`src/rtl/dm_arb_pkg.sv`:
```
// -----------------------------------------------------------------------------
// dm_arb_pkg
// Shared definitions for the data-memory arbiter: the FSM state encoding,
// requester port indices and the default address/data widths.
// No ports (package).
// -----------------------------------------------------------------------------
package dm_arb_pkg;

    localparam int AW_DEFAULT = 16;
    localparam int DW_DEFAULT = 32;

    // Requester port indices
    localparam int PORT_CORE = 0;   // processor load/store path
    localparam int PORT_HOST = 1;   // host/debug loader

    typedef enum logic [1:0] {
        ST_IDLE   = 2'd0,
        ST_ACCESS = 2'd1,
        ST_READ   = 2'd2,
        ST_RESP   = 2'd3
    } dm_state_e;

    // Turn a granted port index into its one-hot ACK pattern.
    function automatic logic [1:0] port_onehot(input logic idx);
        return idx ? 2'b10 : 2'b01;
    endfunction

endpackage

```
`src/rtl/dm_arbiter_if.sv`:
```
// -----------------------------------------------------------------------------
// dm_arbiter_if
// Bundles the two requester ports and the single data-memory port.
//
// Handshake: a requester raises REQ[i] with WE[i], ADDRi and WDATAi stable and
// keeps them stable until the arbiter returns a one-cycle ACK[i]. RDATA is
// valid in the ACK cycle of a read. The requester drops REQ[i] in the cycle
// after ACK; a REQ still high when the arbiter is idle is a new request.
//
// Modports:
//   slave  - the arbiter (consumes requests and DM_Q, drives ACK/RDATA/BUSY/DM_*)
//   master - the requester/memory side (drives requests and DM_Q)
// -----------------------------------------------------------------------------
interface dm_arbiter_if #(
    parameter int AW = dm_arb_pkg::AW_DEFAULT,
    parameter int DW = dm_arb_pkg::DW_DEFAULT
);
    logic [1:0]    REQ;
    logic [1:0]    WE;
    logic [AW-1:0] ADDR0;
    logic [AW-1:0] ADDR1;
    logic [DW-1:0] WDATA0;
    logic [DW-1:0] WDATA1;
    logic [1:0]    ACK;
    logic [DW-1:0] RDATA;
    logic          BUSY;
    logic          DM_WE;
    logic [AW-1:0] DM_ADDR;
    logic [DW-1:0] DM_D;
    logic [DW-1:0] DM_Q;

    modport slave (
        input  REQ, WE, ADDR0, ADDR1, WDATA0, WDATA1, DM_Q,
        output ACK, RDATA, BUSY, DM_WE, DM_ADDR, DM_D
    );

    modport master (
        output REQ, WE, ADDR0, ADDR1, WDATA0, WDATA1, DM_Q,
        input  ACK, RDATA, BUSY, DM_WE, DM_ADDR, DM_D
    );
endinterface

```
`src/rtl/dm_arbiter_rr_pick2.sv`:
```
// -----------------------------------------------------------------------------
// rr_pick2
// Combinational 2-way round-robin selector.
// Ports:
//   req_i   [1:0] in   request vector
//   last_i        in   index of the port served most recently
//   win_o         out  winning port index (meaningful when valid_o=1)
//   valid_o       out  at least one request present
// -----------------------------------------------------------------------------
module rr_pick2 (
    input  logic [1:0] req_i,
    input  logic       last_i,
    output logic       win_o,
    output logic       valid_o
);
    always_comb begin
        valid_o = |req_i;
        // On a tie the port that was not served last wins; otherwise the
        // single requester wins (req_i[1] is its index when only one is set).
        if (&req_i) begin
            win_o = ~last_i;
        end else begin
            win_o = req_i[1];
        end
    end
endmodule

```
`src/rtl/dm_arbiter.sv`:
```
// -----------------------------------------------------------------------------
// dm_arbiter
// Shares one data-memory port between the core load/store path (port 0) and a
// host/debug loader (port 1). Accesses are serialised through the sequence
// IDLE -> ACCESS -> (READ) -> RESP with round-robin fairness on ties.
//
// Ports:
//   clk      in   clock, rising edge
//   rst      in   synchronous active-high reset
//   bus      slave modport of dm_arbiter_if (requests, ACK/RDATA/BUSY, DM_*)
//   state_o  out  current FSM state (debug observation)
//
// Write: ACCESS at C+1, ACK at C+2. Read: ACCESS at C+1, READ at C+2,
// ACK with RDATA at C+3 (C = cycle in which REQ is sampled in IDLE).
// -----------------------------------------------------------------------------
module dm_arbiter
    import dm_arb_pkg::*;
#(
    parameter int AW = AW_DEFAULT,
    parameter int DW = DW_DEFAULT
) (
    input  logic         clk,
    input  logic         rst,
    dm_arbiter_if.slave  bus,
    output dm_state_e    state_o
);

    dm_state_e     state_q, state_d;
    logic          gnt_q, gnt_d;
    logic          last_q, last_d;
    logic          dm_we_q, dm_we_d;
    logic [AW-1:0] dm_addr_q, dm_addr_d;
    logic [DW-1:0] dm_d_q, dm_d_d;
    logic [DW-1:0] rdata_q, rdata_d;

    logic pick_win;
    logic pick_valid;

    rr_pick2 u_pick (
        .req_i   (bus.REQ),
        .last_i  (last_q),
        .win_o   (pick_win),
        .valid_o (pick_valid)
    );

    always_comb begin
        state_d   = state_q;
        gnt_d     = gnt_q;
        last_d    = last_q;
        dm_we_d   = 1'b0;          // write enable lives only through ACCESS
        dm_addr_d = dm_addr_q;
        dm_d_d    = dm_d_q;
        rdata_d   = rdata_q;

        case (state_q)
            ST_IDLE: begin
                if (pick_valid) begin
                    gnt_d     = pick_win;
                    dm_we_d   = bus.WE[pick_win];
                    dm_addr_d = (pick_win == 1'(PORT_CORE)) ? bus.ADDR0  : bus.ADDR1;
                    dm_d_d    = (pick_win == 1'(PORT_CORE)) ? bus.WDATA0 : bus.WDATA1;
                    state_d   = ST_ACCESS;
                end
            end
            ST_ACCESS: begin
                // dm_we_q still holds WE of the granted port here.
                state_d = dm_we_q ? ST_RESP : ST_READ;
            end
            ST_READ: begin
                rdata_d = bus.DM_Q;
                state_d = ST_RESP;
            end
            ST_RESP: begin
                last_d  = gnt_q;
                state_d = ST_IDLE;
            end
            default: begin
                state_d = ST_IDLE;
            end
        endcase
    end

    // A write whose ACCESS cycle coincides with rst still commits: the memory
    // samples dm_we_q on the same edge that clears it.
    always_ff @(posedge clk) begin
        if (rst) begin
            state_q   <= ST_IDLE;
            gnt_q     <= 1'b0;
            last_q    <= 1'(PORT_HOST);
            dm_we_q   <= 1'b0;
            dm_addr_q <= '0;
            dm_d_q    <= '0;
            rdata_q   <= '0;
        end else begin
            state_q   <= state_d;
            gnt_q     <= gnt_d;
            last_q    <= last_d;
            dm_we_q   <= dm_we_d;
            dm_addr_q <= dm_addr_d;
            dm_d_q    <= dm_d_d;
            rdata_q   <= rdata_d;
        end
    end

    assign bus.ACK     = (state_q == ST_RESP) ? port_onehot(gnt_q) : 2'b00;
    assign bus.BUSY    = (state_q != ST_IDLE);
    assign bus.DM_WE   = dm_we_q;
    assign bus.DM_ADDR = dm_addr_q;
    assign bus.DM_D    = dm_d_q;
    assign bus.RDATA   = rdata_q;
    assign state_o     = state_q;

endmodule

```
`src/flat_wrapper.sv`:
```
// flat-port wrapper written by rule: the top's interface ports become plain ports
module dm_arbiter_flat import dm_arb_pkg::*;
#(
    parameter int AW = AW_DEFAULT,
    parameter int DW = DW_DEFAULT
)
  (clk, rst, state_o, bus_REQ, bus_WE, bus_ADDR0, bus_ADDR1, bus_WDATA0, bus_WDATA1, bus_DM_Q, bus_ACK, bus_RDATA, bus_BUSY, bus_DM_WE, bus_DM_ADDR, bus_DM_D);
  dm_arbiter_if #(.AW(AW), .DW(DW)) bus_i ();
  input  logic clk;
  input  logic rst;
  output dm_state_e state_o;
  input wire logic [$bits(bus_i.REQ)-1:0] bus_REQ;
  input wire logic [$bits(bus_i.WE)-1:0] bus_WE;
  input wire logic [$bits(bus_i.ADDR0)-1:0] bus_ADDR0;
  input wire logic [$bits(bus_i.ADDR1)-1:0] bus_ADDR1;
  input wire logic [$bits(bus_i.WDATA0)-1:0] bus_WDATA0;
  input wire logic [$bits(bus_i.WDATA1)-1:0] bus_WDATA1;
  input wire logic [$bits(bus_i.DM_Q)-1:0] bus_DM_Q;
  output wire logic [$bits(bus_i.ACK)-1:0] bus_ACK;
  output wire logic [$bits(bus_i.RDATA)-1:0] bus_RDATA;
  output wire logic [$bits(bus_i.BUSY)-1:0] bus_BUSY;
  output wire logic [$bits(bus_i.DM_WE)-1:0] bus_DM_WE;
  output wire logic [$bits(bus_i.DM_ADDR)-1:0] bus_DM_ADDR;
  output wire logic [$bits(bus_i.DM_D)-1:0] bus_DM_D;
  assign bus_i.REQ = bus_REQ;
  assign bus_i.WE = bus_WE;
  assign bus_i.ADDR0 = bus_ADDR0;
  assign bus_i.ADDR1 = bus_ADDR1;
  assign bus_i.WDATA0 = bus_WDATA0;
  assign bus_i.WDATA1 = bus_WDATA1;
  assign bus_i.DM_Q = bus_DM_Q;
  assign bus_ACK = bus_i.ACK;
  assign bus_RDATA = bus_i.RDATA;
  assign bus_BUSY = bus_i.BUSY;
  assign bus_DM_WE = bus_i.DM_WE;
  assign bus_DM_ADDR = bus_i.DM_ADDR;
  assign bus_DM_D = bus_i.DM_D;
  dm_arbiter #(.AW(AW), .DW(DW)) u_core (.clk(clk), .rst(rst), .bus(bus_i), .state_o(state_o));
endmodule
```
`config.mk`:
```
export PLATFORM = sky130hd
export DESIGN_NAME = dm_arbiter_flat
export DESIGN_NICKNAME = d
export VERILOG_FILES = /design/src/rtl/dm_arb_pkg.sv /design/src/rtl/dm_arbiter_if.sv /design/src/rtl/dm_arbiter_rr_pick2.sv /design/src/rtl/dm_arbiter.sv /design/src/flat_wrapper.sv
export SDC_FILE = /design/constraint.sdc
export NUM_CORES = 1
export LEC_CHECK = 0
export CORE_AREA = 2 2 85 87
export CTS_CLUSTER_DIAMETER = 40
export DETAILED_ROUTE_END_ITERATION = 6
export DIE_AREA = 0 0 87 89
export DONT_BUFFER_PORTS = 1
export MAX_ROUTING_LAYER = met4
export PLACE_DENSITY = 0.71
export SYNTH_ARGS = -nofsm -noshare
export SYNTH_HDL_FRONTEND = slang
export SYNTH_SLANG_ARGS = --single-unit
```
`constraint.sdc`:
```
create_clock -name clk -period 1.32 [get_ports clk]
set_input_delay 0.264 -clock clk [delete_from_list [all_inputs] [get_ports clk]]
set_output_delay 0.264 -clock clk [all_outputs]
set_load 0.005 [all_outputs]
```
==> results.py <==
metrics = {
    "status": {
        "status": "finished, violations left",
        "violations": "hold timing, setup timing",
    },
    "clock_network": {
        "cts_tree": "yes",
        "htree_levels": 3,
        "cts_buffers": 9,
        "clk_latency_ns": 0.34,
        "clock_path_buffers": 2,
        "clock-sinks": 85,
        "cts_root_buffer": "clkbuf_8",
        "clk_pin_slew_ns": 0.08,
    },
    "place": {
        "portBuffers": 0,
        "place_congestion": 0.793,
        "dp_hpwl_um": 6380,
        "placed_area_um2": 3730,
    },
    "setup_path": {
        "cp.arrival_ns": 1.12,
        "critPathLaunchType": "flop",
        "criticalPathCategory": "reg2out",
        "worst-path-max-fanout": 5,
        "path_cells": "buf_6, ha_4, and2_4",
        "cpMaxStageDelayCell": "dfxtp_2",
        "end_kind": "primary output",
        "cp_slowest_stage_delay_ns": 0.34,
        "crit_required_ns": 1.06,
        "rr_worst_depth": 6,
    },
    "global_route": {
        "gr-usage-all-layers": 0.217,
        "grt_max_degree": 86,
        "grt_busiest_layer": "met2",
        "use_met3": 0.0637,
        "gr-total-overflow": 0,
        "grt_pass1_vias": 2598,
        "grt_pass1_wl_um": 12700,
        "use_met2": 0.348,
        "antenna_found_initial": 0,
        "use_met1": 0.253,
    },
    "sta": {
        "hold_ws_ns": -0.0132,
        "clock_skew_ns": 0.00621,
        "fin_crit_ns": 1.39,
        "timing.final.max_slew_violations": 0,
        "finalHoldViolCount": 8,
        "max_freq_ghz": 0.721,
        "relSlewSlack": 0.696,
        "setup_ws_ns": -0.0673,
        "post-route-period-util": 1.05,
        "rsz0062_at_grt": "yes",
        "setup_viol": 33,
        "worstMarginPinSlew_ns": 0.455,
    },
    "layout": {
        "area_growth_syn_to_layout_pct": 24.1,
        "seq_area_um2": 1700,
        "fin_util": 0.649,
        "final_nets": 546,
        "final_cell_area_um2": 4360,
        "nFillCells": 540,
        "n_antenna_cell": 0,
        "multi_input_area_um2": 1890,
        "layout-drive-gt1-share": 0.274,
    },
    "pwr": {
        "p_leak_nw": 1.68,
        "irDropWorstVdd_mv": 1.25,
        "total_power_w": 0.0109,
        "powerDensity_nw_per_um2": 2510,
    },
    "floorplan": {
        "initial_core_util": 0.523,
        "die_w_um": 87,
        "core_um2": 6720,
        "io_pins": 220,
        "rows": 30,
        "dieArea_um2": 7740,
        "fp.dieH_um": 89,
    },
    "synth": {
        "avgSynthCellArea_um2": 8.78,
        "synth_top_family_by_area": "compound AO/OA/AOI/OAI gates",
        "ys_ff_latch": 85,
        "synth-compound-area-share": 0.205,
        "synthCells": 400,
        "synthMuxAreaShare": 0.0969,
        "syn-num-nets": 539,
        "syn-cell-area_um2": 3510,
        "synth_fa_ha_area_frac": 0.0178,
        "seq_area_frac_synth": 0.484,
        "synth_warnings": 0,
        "synthSimpleGateAreaFrac": 0.146,
        "synth-xor-area-share": 0,
        "synth_cell_types": 24,
    },
    "drt": {
        "antenna_left": 0,
        "dr.pass1.iters": 4,
        "drt-vias-per-instance": 5.93,
        "via_count": 2916,
        "wl_um": 9760,
        "wire_per_inst_um": 19.8,
        "drc": 0,
        "drt_iter0_drc": 133,
    },
    "min_path": {
        "whs_path_depth": 1,
        "hp-class": "in2reg",
    },
    "run": {
        "cap_violations": 0,
    },
}
==> synthesized netlist by cell type, drive strengths merged <==
library cell	number	area share
a211oi	49	0.12
or3b	1	0.0025
buf	20	0.032
o21ai	2	0.0028
and2	1	0.0018
a211o	1	0.0025
a21oi	48	0.068
mux2i	34	0.097
o21a	1	0.0021
a21boi	1	0.0032
dfxtp	85	0.48
a221oi	1	0.0025
a22oi	1	0.0021
inv	4	0.0043
clkbuf	13	0.014
a21bo	1	0.0028
nand2	48	0.051
ha	5	0.018
nor2	83	0.089
nor3	1	0.0014
==> through the flow <==
step           instances  setup TNS [ns]  worst slack, ns
2_1_floorplan        400           -1.03          -0.0259
3_3_place_gp         466        -0.00304         -0.00304
3_5_place_dp         466          -0.988           -0.118
4_1_cts              482          -0.428          -0.0814
5_1_grt              492           -5.93           -0.123
6_report             492          -0.653          -0.0673
==> logic make-up after synthesis <==
| logic type | Yosys count |
|---|---|
| compound gates | 105 |
| buf+inv | 37 |
| mux | 34 |
| simple gates | 134 |
| flops | 85 |
| fa+ha+maj | 5 |
==> layer usage <==
metal | up-vias | part of all wire
met2 | 167 | 0.49
met1 | 1342 | 0.40
met5 | - | 0
li1 | 1385 | -
met3 | 22 | 0.095
met4 | 0 | 0.019
==> cell type report <==
class                   instances  share of cell area
inverters                       4             0.00402
flip-flops and latches         85               0.391
well taps                      80              0.0229
clock inverters                 7              0.0224
repair buffers                 29              0.0984
multi-input cells             278               0.433
clock buffers                   9              0.0284
==> worst max-delay path: cells and delay by family, from the launching register on <==
| kind | cells | cell delay [ns] |
|---|---|---|
| AND/OR/NAND/NOR | 1 | 0.16 |
| flip-flops | 1 | 0.34 |
| adder cells (fa/ha/maj) | 1 | 0.16 |
| buffers and inverters | 1 | 0.13 |
==> registers in the layout, summed over array words and instances, names as in the netlist <==
name / count
u_core.bus.RDATA: 32
u_core.gnt_q: 1
u_core.bus.DM_D: 32
u_core.state_o: 2
u_core.last_q: 1
u_core.bus.DM_ADDR: 16
u_core.bus.DM_WE: 1
==> where the power goes <==
| part | internal, W | switching [W] |
|---|---|---|
| clock network | 0.00108 | 0.000945 |
| logic | 0.00240 | 0.00243 |
| registers | 0.00339 | 0.000689 |
| total | 0.00687 | 0.00407 |
==> cell usage in the layout, fill, tap and decap left out, types with 2 or more instances in the layout <==
master / instances
a211oi_1: 20
a211oi_2: 29
a21oi_1: 34
a21oi_2: 14
buf_12: 8
buf_4: 7
buf_6: 9
bufinv_16: 2
clkbuf_16: 4
clkbuf_8: 9
clkinvlp_4: 2
dfxtp_1: 83
dfxtp_2: 2
ha_1: 2
ha_4: 2
inv_2: 3
inv_6: 2
mux2i_1: 33
nand2_1: 48
nor2_1: 75
nor2_2: 6
nor2_4: 2
==> path summary, 6_finish.rpt <==
kind	from	end	slack, ns
setup / recovery	u_core.state_o[1]	bus_ACK[1]	-0.07
setup reg to reg	u_core.state_o[1]	u_core.bus.DM_ADDR[15]	-0.05
hold / removal	rst	u_core.bus.DM_D[3]	-0.01
hold reg to reg	u_core.bus.DM_ADDR[13]	u_core.bus.DM_ADDR[13]	0.52
==> timing repair <==
action | in CTS | in global routing
resized for setup | 17 | 45
setup endpoints to repair | 54 | 79
gates cloned | 0 | 9
buffers inserted | 0 | 1
hold endpoints to repair | 83 | 84
pin swaps | 2 | 17
Note: power is estimated with default switching activity, not from simulation.
